===== config.mk =====
export PLATFORM = sky130hd
export DESIGN_NAME = game_screen_sequencer
export DESIGN_NICKNAME = d
export VERILOG_FILES = /design/src/rtl/game_screen_sequencer.sv
export SDC_FILE = /design/constraint.sdc
export NUM_CORES = 1
export LEC_CHECK = 0
export CAP_MARGIN = 20
export CELL_PAD_IN_SITES_DETAIL_PLACEMENT = 1
export CELL_PAD_IN_SITES_GLOBAL_PLACEMENT = 1
export CORE_MARGIN = 8
export CORE_UTILIZATION = 30
export CTS_CLUSTER_DIAMETER = 120
export DETAILED_ROUTE_END_ITERATION = 8
export GPL_TIMING_DRIVEN = 0
export PLACE_DENSITY = 0.77
export SLEW_MARGIN = 5
export SYNTH_ARGS = -nofsm -noshare
export SYNTH_HDL_FRONTEND = slang
export SYNTH_SLANG_ARGS = --single-unit

===== constraint.sdc =====
create_clock -name clk -period 2.6 [get_ports clk]
set_input_delay 0.26 -clock clk [delete_from_list [all_inputs] [get_ports clk]]
set_output_delay 0.26 -clock clk [all_outputs]
set_load 0.005 [all_outputs]

===== src/rtl/game_screen_sequencer.sv =====
// ---------------------------------------------------------------------------
// game_screen_sequencer
//
// Top-level game-flow controller. It steps through the screen sequence
// (clear, start screen, wait for go, clear, maze, play, win/game-over screen,
// wait for go). It issues one draw request at a time to the full-screen
// drawer or to the maze renderer, and it waits for that unit's done. It
// routes the active unit's pixel stream to the VGA adapter, enables player
// movement during play, and keeps saturating win/loss tallies.
//
// Ports
//   clk, resetn                  clock, synchronous active-low reset
//   key_go                       go key (synchronised level, polarity set by
//                                KEY_ACTIVE_LOW)
//   reached_exit, time_up        end-of-game conditions, used only in play
//   scr_done/x/y/colour          full-screen drawer status and pixel stream
//   maze_done/x/y/colour         maze renderer status and pixel stream
//   draw_clear/start/gameover/winner  one-hot screen draw requests
//   draw_maze                    maze render request
//   game_active                  player movement enable
//   vga_x/y/colour/plot          pixel write port to the VGA adapter
//   wins, losses                 saturating 8-bit game tallies
// ---------------------------------------------------------------------------
module game_screen_sequencer #(
  parameter bit KEY_ACTIVE_LOW = 1'b1,
  parameter int GAP_CYCLES     = 2
) (
  input  logic       clk,
  input  logic       resetn,
  input  logic       key_go,
  input  logic       reached_exit,
  input  logic       time_up,
  input  logic       scr_done,
  input  logic [8:0] scr_x,
  input  logic [8:0] scr_y,
  input  logic [2:0] scr_colour,
  input  logic       maze_done,
  input  logic [8:0] maze_x,
  input  logic [8:0] maze_y,
  input  logic [2:0] maze_colour,
  output logic       draw_clear,
  output logic       draw_start,
  output logic       draw_gameover,
  output logic       draw_winner,
  output logic       draw_maze,
  output logic       game_active,
  output logic [8:0] vga_x,
  output logic [8:0] vga_y,
  output logic [2:0] vga_colour,
  output logic       vga_plot,
  output logic [7:0] wins,
  output logic [7:0] losses
);

  typedef enum logic [3:0] {
    S_INIT_GAP   = 4'd0,
    S_CLR0       = 4'd1,
    S_START_DRAW = 4'd2,
    S_START_WAIT = 4'd3,
    S_CLR1       = 4'd4,
    S_MAZE_DRAW  = 4'd5,
    S_PLAY       = 4'd6,
    S_WIN_DRAW   = 4'd7,
    S_OVER_DRAW  = 4'd8,
    S_END_WAIT   = 4'd9,
    S_GAP        = 4'd10
  } state_t;

  localparam logic [3:0] GAP_LAST = 4'(GAP_CYCLES - 1);

  // Tally increment that holds at the top value instead of wrapping.
  function automatic logic [7:0] sat_inc(input logic [7:0] value);
    if (value == 8'hFF) begin
      return value;
    end else begin
      return value + 8'd1;
    end
  endfunction

  state_t     state_r, state_s;
  state_t     ret_r, ret_s;          // state to enter once the gap expires
  logic [3:0] gap_cnt_r;
  logic       armed_r;               // 1 from the second cycle spent in a state
  logic       go_prev_r;
  logic       key_pressed_s;
  logic       go_pulse_s;
  logic       gap_last_s;
  logic       scr_done_ok_s;
  logic       maze_done_ok_s;
  logic       win_inc_s;
  logic       loss_inc_s;
  logic       req_clear_s, req_start_s, req_gameover_s, req_winner_s, req_maze_s;
  logic       active_s;
  logic       draw_clear_r, draw_start_r, draw_gameover_r, draw_winner_r, draw_maze_r;
  logic       game_active_r;
  logic [7:0] wins_r, losses_r;
  logic       scr_req_s;

  assign key_pressed_s = KEY_ACTIVE_LOW ? ~key_go : key_go;
  assign go_pulse_s    = key_pressed_s & ~go_prev_r;
  assign gap_last_s    = (gap_cnt_r == GAP_LAST);
  // A done present on the first request cycle may be left over from the
  // previous draw, so it only counts once the request has been up a cycle.
  assign scr_done_ok_s  = armed_r & scr_done;
  assign maze_done_ok_s = armed_r & maze_done;

  // Next-state selection and single-cycle tally increment events.
  always_comb begin
    state_s    = state_r;
    ret_s      = ret_r;
    win_inc_s  = 1'b0;
    loss_inc_s = 1'b0;
    case (state_r)
      S_INIT_GAP: begin
        if (gap_last_s) state_s = S_CLR0;
        else            state_s = S_INIT_GAP;
      end
      S_GAP: begin
        if (gap_last_s) state_s = ret_r;
        else            state_s = S_GAP;
      end
      S_CLR0: begin
        if (scr_done_ok_s) begin
          state_s = S_GAP;
          ret_s   = S_START_DRAW;
        end else begin
          state_s = S_CLR0;
        end
      end
      S_START_DRAW: begin
        if (scr_done_ok_s) begin
          state_s = S_GAP;
          ret_s   = S_START_WAIT;
        end else begin
          state_s = S_START_DRAW;
        end
      end
      S_START_WAIT: begin
        if (go_pulse_s) begin
          state_s = S_GAP;
          ret_s   = S_CLR1;
        end else begin
          state_s = S_START_WAIT;
        end
      end
      S_CLR1: begin
        if (scr_done_ok_s) begin
          state_s = S_GAP;
          ret_s   = S_MAZE_DRAW;
        end else begin
          state_s = S_CLR1;
        end
      end
      S_MAZE_DRAW: begin
        // Different unit from the screen drawer, so no gap is needed.
        if (maze_done_ok_s) state_s = S_PLAY;
        else                state_s = S_MAZE_DRAW;
      end
      S_PLAY: begin
        // A win takes priority when both end conditions arrive together.
        if (reached_exit) begin
          win_inc_s = 1'b1;
          state_s   = S_GAP;
          ret_s     = S_WIN_DRAW;
        end else if (time_up) begin
          loss_inc_s = 1'b1;
          state_s    = S_GAP;
          ret_s      = S_OVER_DRAW;
        end else begin
          state_s = S_PLAY;
        end
      end
      S_WIN_DRAW: begin
        if (scr_done_ok_s) begin
          state_s = S_GAP;
          ret_s   = S_END_WAIT;
        end else begin
          state_s = S_WIN_DRAW;
        end
      end
      S_OVER_DRAW: begin
        if (scr_done_ok_s) begin
          state_s = S_GAP;
          ret_s   = S_END_WAIT;
        end else begin
          state_s = S_OVER_DRAW;
        end
      end
      S_END_WAIT: begin
        if (go_pulse_s) begin
          state_s = S_GAP;
          ret_s   = S_CLR0;
        end else begin
          state_s = S_END_WAIT;
        end
      end
      default: begin
        state_s = S_INIT_GAP;
        ret_s   = S_INIT_GAP;
      end
    endcase
  end

  // Request/enable decode from the next state so the registered outputs line
  // up with the state register.
  always_comb begin
    req_clear_s    = (state_s == S_CLR0) || (state_s == S_CLR1);
    req_start_s    = (state_s == S_START_DRAW);
    req_gameover_s = (state_s == S_OVER_DRAW);
    req_winner_s   = (state_s == S_WIN_DRAW);
    req_maze_s     = (state_s == S_MAZE_DRAW);
    active_s       = (state_s == S_PLAY);
  end

  // State, gap counter, go-edge detector, registered outputs and tallies.
  always_ff @(posedge clk) begin
    if (!resetn) begin
      state_r         <= S_INIT_GAP;
      ret_r           <= S_INIT_GAP;
      gap_cnt_r       <= 4'd0;
      armed_r         <= 1'b0;
      go_prev_r       <= 1'b0;
      draw_clear_r    <= 1'b0;
      draw_start_r    <= 1'b0;
      draw_gameover_r <= 1'b0;
      draw_winner_r   <= 1'b0;
      draw_maze_r     <= 1'b0;
      game_active_r   <= 1'b0;
      wins_r          <= 8'd0;
      losses_r        <= 8'd0;
    end else begin
      state_r   <= state_s;
      ret_r     <= ret_s;
      armed_r   <= (state_s == state_r);
      go_prev_r <= key_pressed_s;
      // The counter restarts on every entry into a gap-type state.
      if (((state_s == S_GAP) || (state_s == S_INIT_GAP)) && (state_s == state_r)) begin
        gap_cnt_r <= gap_cnt_r + 4'd1;
      end else begin
        gap_cnt_r <= 4'd0;
      end
      draw_clear_r    <= req_clear_s;
      draw_start_r    <= req_start_s;
      draw_gameover_r <= req_gameover_s;
      draw_winner_r   <= req_winner_s;
      draw_maze_r     <= req_maze_s;
      game_active_r   <= active_s;
      if (win_inc_s) begin
        wins_r <= sat_inc(wins_r);
      end else begin
        wins_r <= wins_r;
      end
      if (loss_inc_s) begin
        losses_r <= sat_inc(losses_r);
      end else begin
        losses_r <= losses_r;
      end
    end
  end

  assign scr_req_s = draw_clear_r | draw_start_r | draw_gameover_r | draw_winner_r;

  // Pixel mux: route the unit currently holding a request to the VGA port.
  always_comb begin
    vga_x      = 9'd0;
    vga_y      = 9'd0;
    vga_colour = 3'd0;
    vga_plot   = 1'b0;
    if (scr_req_s) begin
      vga_x      = scr_x;
      vga_y      = scr_y;
      vga_colour = scr_colour;
      vga_plot   = ~scr_done;
    end else if (draw_maze_r) begin
      vga_x      = maze_x;
      vga_y      = maze_y;
      vga_colour = maze_colour;
      vga_plot   = ~maze_done;
    end else begin
      vga_plot   = 1'b0;
    end
  end

  assign draw_clear    = draw_clear_r;
  assign draw_start    = draw_start_r;
  assign draw_gameover = draw_gameover_r;
  assign draw_winner   = draw_winner_r;
  assign draw_maze     = draw_maze_r;
  assign game_active   = game_active_r;
  assign wins          = wins_r;
  assign losses        = losses_r;

endmodule


# == Word level (Yosys, flattened, before mapping) ==
# Cells that the tools add are included.
# classes
eq_ne,29
add_sub_neg,3
n_mux,35
n_reduce_logical,11
n_bitwise,13
# op_table
cell,n
2-to-1 mux 4 bit,16
one-hot mux 4 bit (11 select lines),1
2-to-1 mux 9 bit,4
"== test 4 x 3 -> 1 bit, second input constant",8
one-hot mux 4 bit (8 select lines),1
"== test 4 bit, second input constant",5
"adder 8 x 1 -> 8 bit, second input constant",2
"== test 8 bit, second input constant",2
"== test 4 x 1 -> 1 bit, second input constant",3
"== test 4 x 2 -> 1 bit, second input constant",3
"!= test 2 bit, second input constant",5
zero test 4 bit,2
2-to-1 mux 1 bit,8
AND reduction 8 bit,1
inverter 1 bit,7
2-to-1 mux 2 bit,3
2-to-1 mux 3 bit,2
AND reduction 2 bit,3
"adder 4 x 1 -> 4 bit, second input constant",1
== test 4 bit,1
bitwise AND 1 bit,3
"!= test 3 bit, second input constant",1
OR 1 bit,3
OR reduction 3 bit,1
4 further kinds,5
# totals
input_bits,49
wordCells,104
out_inout_bits,44
regBits,36

# == Logic depth before layout (Yosys ltp) ==
# Gate-level depths: netlist (run 1).
# depth
depth_word,8
mapped_depth,7
mapped_depth_nobuf,7

# == Worst setup path before layout (run 1) ==
# Ideal clock, no wire load.
# synth_timing
path_kind,register to register
from,reg gap_cnt_r[0]
to,reg gap_cnt_r[3]
setup_ps,92
required_ps,2508
stages_incl_launch_ff,7
period_less_slack_ps,2166
arrival_time_ps,2074
slack_ps,434
path_cell_list,dfxtp_1 ha_1 or4b_4 a222oi_1 nor2_1 a2111o_1 nor4_1
# synth_between
elab_chain_len,7
# synth_lines
element,line,text
"start, declared",82,logic [3:0] gap_cnt_r;
"start signal, assigned",238,gap_cnt_r <= gap_cnt_r + 4'd1;
== test 4 x 1 -> 1 bit,101,assign gap_last_s = (gap_cnt_r == GAP_LAST);
2-to-1 mux 4 bit / 2-to-1 mux 1 bit (equally long branches),"119, 115",
one-hot mux 4 bit (11 select lines),113,case (state_r)
== test 4 bit / zero test 4 bit (equally long branches),237,if (((state_s == S_GAP) || (state_s == S_INIT_GAP)) && (state_s == state_r)) begin
logical OR 1 bit,237,
logical AND 1 bit,237,
AND reduction 2 bit (no source line),n/a,
# Parallel ways exist; a longest one is shown, timed or not.
# A chain may end at the register's enable or synchronous reset.

# == Worst setup path in the final report (run 1) ==
# layout_timing
from,reg gap_cnt_r[0]
to,reg gap_cnt_r[2]
# The elaborated chain is that of the path after synthesis.

==> results.json, run 1 <==
{
  "n_antenna_cell": 0,
  "final_cell_area_um2": 3482,
  "fin_crit_ns": 2.427,
  "crit_path_start": "gap_cnt_r[0]",
  "ys_top_cells_by_area": "dfxtp_1 31%, nand2_1 11%, nand3_1 6.7%",
  "grt_overflow": 0,
  "area_growth_pct": 50.35,
  "cts.sinks": 36,
  "cts_tree": "yes",
  "clk_path_buf_depth": 2,
  "reg2reg_to": "gap_cnt_r[2]",
  "dpl-instance-area_um2": 3364,
  "core.rowCount": 32,
  "drc": 0,
  "dr.pass1.iters": 4,
  "grt_max_degree": 11,
  "r2r_slack_ns": 0.17,
  "grt_pass1_vias": 2625,
  "synth-seq-cells": 36,
  "power.switching_uw": 741.3,
  "grt_use_met3_pct": 3.532,
  "outcome": "finished clean",
  "io_buffers": 92,
  "htreeDepth": 2,
  "finalMaxSlewViolations": 0,
  "place.gp.congestion": 0.8433,
  "dp.cells": 496,
  "swShare_pct": 36.55,
  "endpoint": "gap_cnt_r[2]",
  "path_cells": "ha_1, or4b_4, a222oi_1, nor2_1, a2111o_1, nor4_1",
  "die_area_um2": 10790,
  "cts-buffers-inserted": 5,
  "ir_drop_uv": 192.9,
  "crit_path_start_kind": "flop",
  "stdcell_count": 503,
  "grtUsageMet2_pct": 25.30,
  "start_util_pct": 30.44,
  "p_int_uw": 1287,
  "via_per_inst": 5.250,
  "cp_num_cells": 6,
  "syn_area_um2": 2316,
  "finalNetCount": 454,
  "fp.dieW_um": 103.9,
  "track_usage_pct": 15.56,
  "synth_cell_types": 59,
  "crit_family": "compound AO/OA/AOI/OAI gates",
  "max-cap-violations": 0,
  "synth_top_area_share_pct": 31.12,
  "cp_slowest_stage_delay_ns": 0.50,
  "die_h_um": 103.9,
  "final_antenna_net_count": 0,
  "fmax_mhz": 412.0,
  "vias": 2641,
  "min_from": "ret_r[3]",
  "worst_pin_slew_ns": 1.004,
  "setup_viol": 0,
  "r2r_cells": 6,
  "hold_viol_final": 0,
  "ys_async_sr_fraction_pct": 0,
  "skew_ns": 0.004900,
  "cts_setup_buffers": 0,
  "post-route-util_pct": 45.77,
  "cp_max_fo": 5,
  "yosysWarnings": 0,
  "seq_area_frac_synth_pct": 31.12,
  "ys.flop_type": "dfxtp_1",
  "syn-num-nets": 355,
  "drt_iter0_drc": 135,
  "leakage_uw": 0.001339,
  "cp.required_ns": 2.79,
  "p_per_area_nw_per_um2": 582.5,
  "cp-end-kind": "flop",
  "cts_root_buf": "clkbuf_8",
  "r2r_start": "gap_cnt_r[0]",
  "crit_type": "reg2reg",
  "hp-class": "reg2reg",
  "yosys.area.top_type": "dfxtp_1",
  "syn_inst": 302,
  "antenna_found_initial": 0,
  "grt-busiest-layer": "met2",
  "clockPowerShare_pct": 21.1,
  "core_um2": 7607,
  "slew_headroom_pct": 31.37,
  "clkLatencyLatePin_ns": 0.29,
  "clk_pin_slew_ns": 0.07,
  "seq_power_share_pct": 31.0,
  "routed_wl_um": 8489,
  "grt_pass1_wl_um": 14120,
  "io_pins": 93,
  "wl_per_cell_um": 16.88,
  "grt_use_met1_pct": 19.93,
  "cts.hold.buffers_added": 0,
  "syn_area_per_cell_um2": 7.669,
  "critPathArrivalTime_ns": 2.62,
  "dp_hpwl_um": 6790,
  "crit_buf_inv": 0,
  "cp_slowest_cell": "a222oi_1",
  "pwr-share-comb_pct": 47.9,
  "synth_edf_count": 0,
  "rsz0062_at_grt": "no",
  "fin_crit_sh_pct": 93.35,
  "drive_above_1_share_pct": 6.234
}
[power groups by stage]
stage          clock network, uW  logic [uW]  registers (uW)
4_1_cts                      439         963             630
3_3_place_gp                   0         936             638
2_1_floorplan                  0         511             631
6_report                     428         971             630
5_1_grt                      465        1080             634
3_5_place_dp                   0         956             642
[registers in the layout (all words and copies together) (netlist names)]
| name | cells |
|---|---|
| go_prev_r | 1 |
| wins | 8 |
| draw_gameover | 1 |
| losses | 8 |
| draw_start | 1 |
| state_r | 4 |
| draw_winner | 1 |
| gap_cnt_r | 4 |
| ret_r | 4 |
| draw_maze | 1 |
| game_active | 1 |
| armed_r | 1 |
| draw_clear | 1 |
[cell type report]
type / count / area, um2
Tap cell: 102 / 127.6
Clock buffer: 7 / 96.34
Multi-Input combinational cell: 244 / 1521
Sequential cell: 36 / 720.7
Timing Repair Buffer: 92 / 920.9
Fill cell: 922 / 4125
Buffer: 17 / 76.32
Inverter: 5 / 18.77
[layer usage]
layer / share of wire [%] / vias to the layer above / wire length [um]
met5: 0 / - / 0
met4: 1.2 / 0 / 102
met3: 5.8 / 8 / 489
met2: 45 / 91 / 3857
met1: 48 / 1267 / 4039
li1: - / 1275 / -
[logic make-up (layout without fill, tap and decap cells)]
kind of cell | Yosys count | after routing | share of synthesized area [%]
simple gates | 172 | 172 | 38.30
compound gates | 44 | 44 | 14.26
flops | 36 | 36 | 31.12
buf+inv | 22 | 121 | 3.997
xor+xnor | 17 | 17 | 7.077
mux | 6 | 6 | 2.647
fa+ha+maj | 5 | 5 | 2.593
[cell usage in the layout, fill, tap and decap left out, drive strengths merged, types with 6 or more instances in the layout]
| cell | n |
|---|---|
| dfxtp | 36 |
| xnor2 | 11 |
| clkdlybuf4s50 | 92 |
| o21ai | 10 |
| nor2b | 6 |
| nand4 | 6 |
| clkbuf | 17 |
| and2 | 16 |
| nor2 | 12 |
| nand2 | 65 |
| nand3 | 31 |
| nor4 | 6 |
| buf | 7 |
[worst reg2reg max path: stages (launching register included)]
cell	delay [ns]
dfxtp_1	0.38
ha_1	0.21
or4b_4	0.48
a222oi_1	0.50
nor2_1	0.08
a2111o_1	0.40
nor4_1	0.29
[how the worst min path moves through the flow]
stage,slack [ns],cells past startpoint,endpoint
2_1_floorplan,0.33,1,go_prev_r
3_3_place_gp,0.45,2,ret_r[3]
3_5_place_dp,0.46,2,ret_r[3]
4_1_cts,0.48,2,ret_r[3]
5_1_grt,0.50,2,ret_r[3]
6_report,0.47,2,ret_r[3]
[cell usage after synthesis (4+ instances only)]
master / n
nor4_1: 6
dfxtp_1: 36
clkbuf_1: 10
nor3b_1: 5
nand2b_1: 4
a21oi_1: 4
xor2_1: 5
o21ai_0: 10
o211ai_1: 4
ha_1: 4
nor3_1: 4
nor2_1: 12
xnor2_1: 11
nand3_1: 31
mux2i_1: 5
buf_2: 5
nand2_1: 65
nand4_1: 6
inv_1: 4
nor2b_1: 6
and2_1: 15
[metrics by stage]
| stage | power, uW | hold WS [ns] | setup TNS, ns | setup WS [ns] |
|---|---|---|---|---|
| finish | 2028 | 0.4714 | 0 | 0.1729 |
| global route | 2175 | 0.4983 | 0 | 0.01568 |
| CTS | 2032 | 0.4755 | 0 | 0.02627 |
| detailed placement | 1598 | 0.4627 | -1.070 | -0.2608 |
| global placement | 1575 | 0.4543 | -0.8438 | -0.2160 |
| floorplan | 1142 | 0.3316 | 0 | 0.4339 |
[timing repair]
item,in CTS,in global routing
endpoints found under the hold margin,0,0
setup endpoints to repair,19,24
pin swaps,0,2
gates resized for setup,1,6
Power figures use the tool's default switching activity.
==> run 2: changes to the inputs <==
--- a/config.mk
+++ b/config.mk
@@ -5,15 +5,16 @@
 export SDC_FILE = /design/constraint.sdc
 export NUM_CORES = 1
 export LEC_CHECK = 0
+export ABC_AREA = 1
 export CAP_MARGIN = 20
 export CELL_PAD_IN_SITES_DETAIL_PLACEMENT = 1
 export CELL_PAD_IN_SITES_GLOBAL_PLACEMENT = 1
 export CORE_MARGIN = 8
-export CORE_UTILIZATION = 30
+export CORE_UTILIZATION = 29
 export CTS_CLUSTER_DIAMETER = 120
 export DETAILED_ROUTE_END_ITERATION = 8
 export GPL_TIMING_DRIVEN = 0
-export PLACE_DENSITY = 0.77
+export PLACE_DENSITY = 0.78
 export SLEW_MARGIN = 5
 export SYNTH_ARGS = -nofsm -noshare
 export SYNTH_HDL_FRONTEND = slang
==> run 2 against run 1 <==
Net effect:
- combinational power is 6.7% lower
- power rose by 3.0%
- synthesized area fell by 1.1%
- global-route usage down 0.72 points
- synthesized cell count grew 19%
- clock skew grew 0.0015 ns
- largest power group unchanged
==> results.json, run 2 <==
{
  "syn-num-nets": 411,
  "grt_max_degree": 12,
  "grt_pass1_wl_um": 13840,
  "synth-seq-cells": 36,
  "dr.pass1.iters": 4,
  "cts.sinks": 36,
  "start_util_pct": 29.79,
  "wl_per_cell_um": 14.81,
  "yosys-top-cells-count": "67 x nand2_1, 51 x inv_1, 50 x nand3_1, 36 x dfxtp_1, 31 x nor2_1",
  "clkLatencyLatePin_ns": 0.29,
  "setup_slack_ns": 0.2792,
  "finalMaxSlewViolations": 0,
  "yosys.area.top_type": "dfxtp_1",
  "grt_overflow": 0,
  "setup_viol": 0,
  "cp_max_fo": 10,
  "finalSetupTns_ns": 0,
  "ys_top_cells_by_area": "dfxtp_1 31%, nand2_1 11%, nand3_1 11%",
  "track_usage_pct": 14.85,
  "core_um2": 7687,
  "die_h_um": 104.9,
  "ir_drop_uv": 257.0,
  "clockPowerShare_pct": 25.7,
  "yosysWarnings": 0,
  "finalNetCount": 512,
  "critPathArrivalTime_ns": 2.06,
  "io_pins": 93,
  "cts_root_buf": "clkbuf_8",
  "io_buffers": 92,
  "syn_inst": 358,
  "p_per_area_nw_per_um2": 598.2,
  "outcome": "finished clean",
  "fp.dieW_um": 104.9,
  "cts.hold.buffers_added": 0,
  "ys_async_sr_fraction_pct": 0,
  "cts_tree": "yes",
  "cp_slowest_cell": "clkdlybuf4s50_1",
  "stdcell_count": 562,
  "power.switching_uw": 730.7,
  "final_cell_mix": "92 x clkdlybuf4s50_1, 67 x nand2_1, 51 x inv_1",
  "slew_headroom_pct": 61.59,
  "cp-end-kind": "primary output",
  "seq_power_share_pct": 30.9,
  "post-route-util_pct": 45.41,
  "drive_above_1_share_pct": 8.913,
  "drt_iter0_drc": 84,
  "crit_type": "reg2out",
  "synth_edf_count": 0,
  "area_growth_pct": 52.46,
  "hp-class": "reg2reg",
  "fmax_mhz": 430.9,
  "synth_top_area_share_pct": 31.48,
  "via_per_inst": 4.888,
  "syn_area_um2": 2290,
  "p_int_uw": 1358,
  "htreeDepth": 2,
  "grt_pass1_vias": 2871,
  "leakage_uw": 0.001433,
  "clk_pin_slew_ns": 0.08,
  "vias": 2747,
  "hold_viol_final": 0,
  "place_worst_setup_slack_ns": 0.1104,
  "cp_slowest_stage_delay_ns": 0.53,
  "swShare_pct": 34.99,
  "dp.cells": 552,
  "final_antenna_net_count": 0,
  "seq_area_frac_synth_pct": 31.48,
  "dp_hpwl_um": 6819,
  "pwr-share-comb_pct": 43.4,
  "die_area_um2": 10990,
  "syn_area_per_cell_um2": 6.396,
  "skew_ns": 0.006422,
  "routed_wl_um": 8323,
  "cp.required_ns": 2.34,
  "path_cells": "nor4_4, buf_4, clkbuf_2, nand3_1, o21ai_0, clkdlybuf4s50_1",
  "max-cap-violations": 0,
  "fin_crit_sh_pct": 89.26,
  "n_antenna_cell": 0,
  "post-synth-top-count-cell": "nand2_1",
  "core.rowCount": 32,
  "synth_cell_types": 29,
  "rsz0062_at_grt": "no",
  "fin_crit_ns": 2.321,
  "ys.flop_type": "dfxtp_1",
  "worst_pin_slew_ns": 0.5762,
  "place.gp.congestion": 0.8113,
  "cts-buffers-inserted": 5,
  "antenna_found_initial": 0,
  "layout_commonest_cell": "clkdlybuf4s50_1",
  "clk_path_buf_depth": 2,
  "drc": 0,
  "crit_path_start_kind": "flop"
}
## run 2: cells by family (layout without fill, tap and decap cells)
logic type                 after synthesis  count (layout)  synth area share, %
xor gates and xnor gates                 7               7                2.678
adders and majority gates                4               4                2.186
AOI/OAI and AO/OA                       55              55                12.62
buffers and inverters                   66             168                10.82
and+or+nand+nor                        190             190                40.22
DFF                                     36              36                31.48
## run 2: path summary, 6_finish.rpt
kind,cells after the start,start,to,slack (ns)
worst max register to register,12,state_r[3],gap_cnt_r[2],0.77
worst min-delay path,2,ret_r[3],ret_r[3],0.47
worst min register to register,2,ret_r[3],ret_r[3],0.47
worst max-delay path,6,draw_winner,vga_colour[0],0.28
## run 2: routing by layer
metal  global-route usage (%)  vias to the layer above  part of all wire [%]
li1                         -                     1363                     -
met1                    18.25                     1293                    49
met2                    25.79                       82                    46
met3                    2.948                        9                   4.6
met4                    3.772                        0                   1.1
met5                        0                        -                     0
## run 2: worst max-delay path: cells and delay by family, from the launching register on
family	cells	cell delay, ns
compound gates	1	0.10
buf+inv	3	0.95
flops	1	0.34
simple gates	2	0.38
## run 2: power by group through the flow
stage / logic, uW / clock network, uW / registers [uW]
final: 906 / 538 / 645
after global routing: 1020 / 577 / 653
after CTS: 897 / 555 / 646
after detailed placement: 885 / 0 / 655
after global placement: 864 / 0 / 652
after floorplan: 465 / 0 / 646
## run 2: what timing repair did
action | 4_1_cts | 5_1_grt
setup buffers | 0 | 2
pin swaps | 0 | 1
gates resized for setup | 2 | 2
hold endpoints to repair | 0 | 0
setup endpoints to repair | 20 | 12
## run 2: through the flow
step	power (uW)	area [um2]	hold WS (ns)
3_3_place_gp	1515	3338	0.4492
2_1_floorplan	1110	2290	0.3324
3_5_place_dp	1540	3338	0.4612
4_1_cts	2098	3475	0.4760
5_1_grt	2247	3491	0.4956
6_report	2088	3491	0.4726
## run 2: layout make-up
class,count,area (um2)
tap,102,127.6
inverter,58,217.7
multi-input combinational,256,1330
fill,1007,4197
sequential,36,720.7
clock inverter,1,30.03
timing repair buffer,94,935.9
buffer,8,32.53
clock buffer,7,96.34
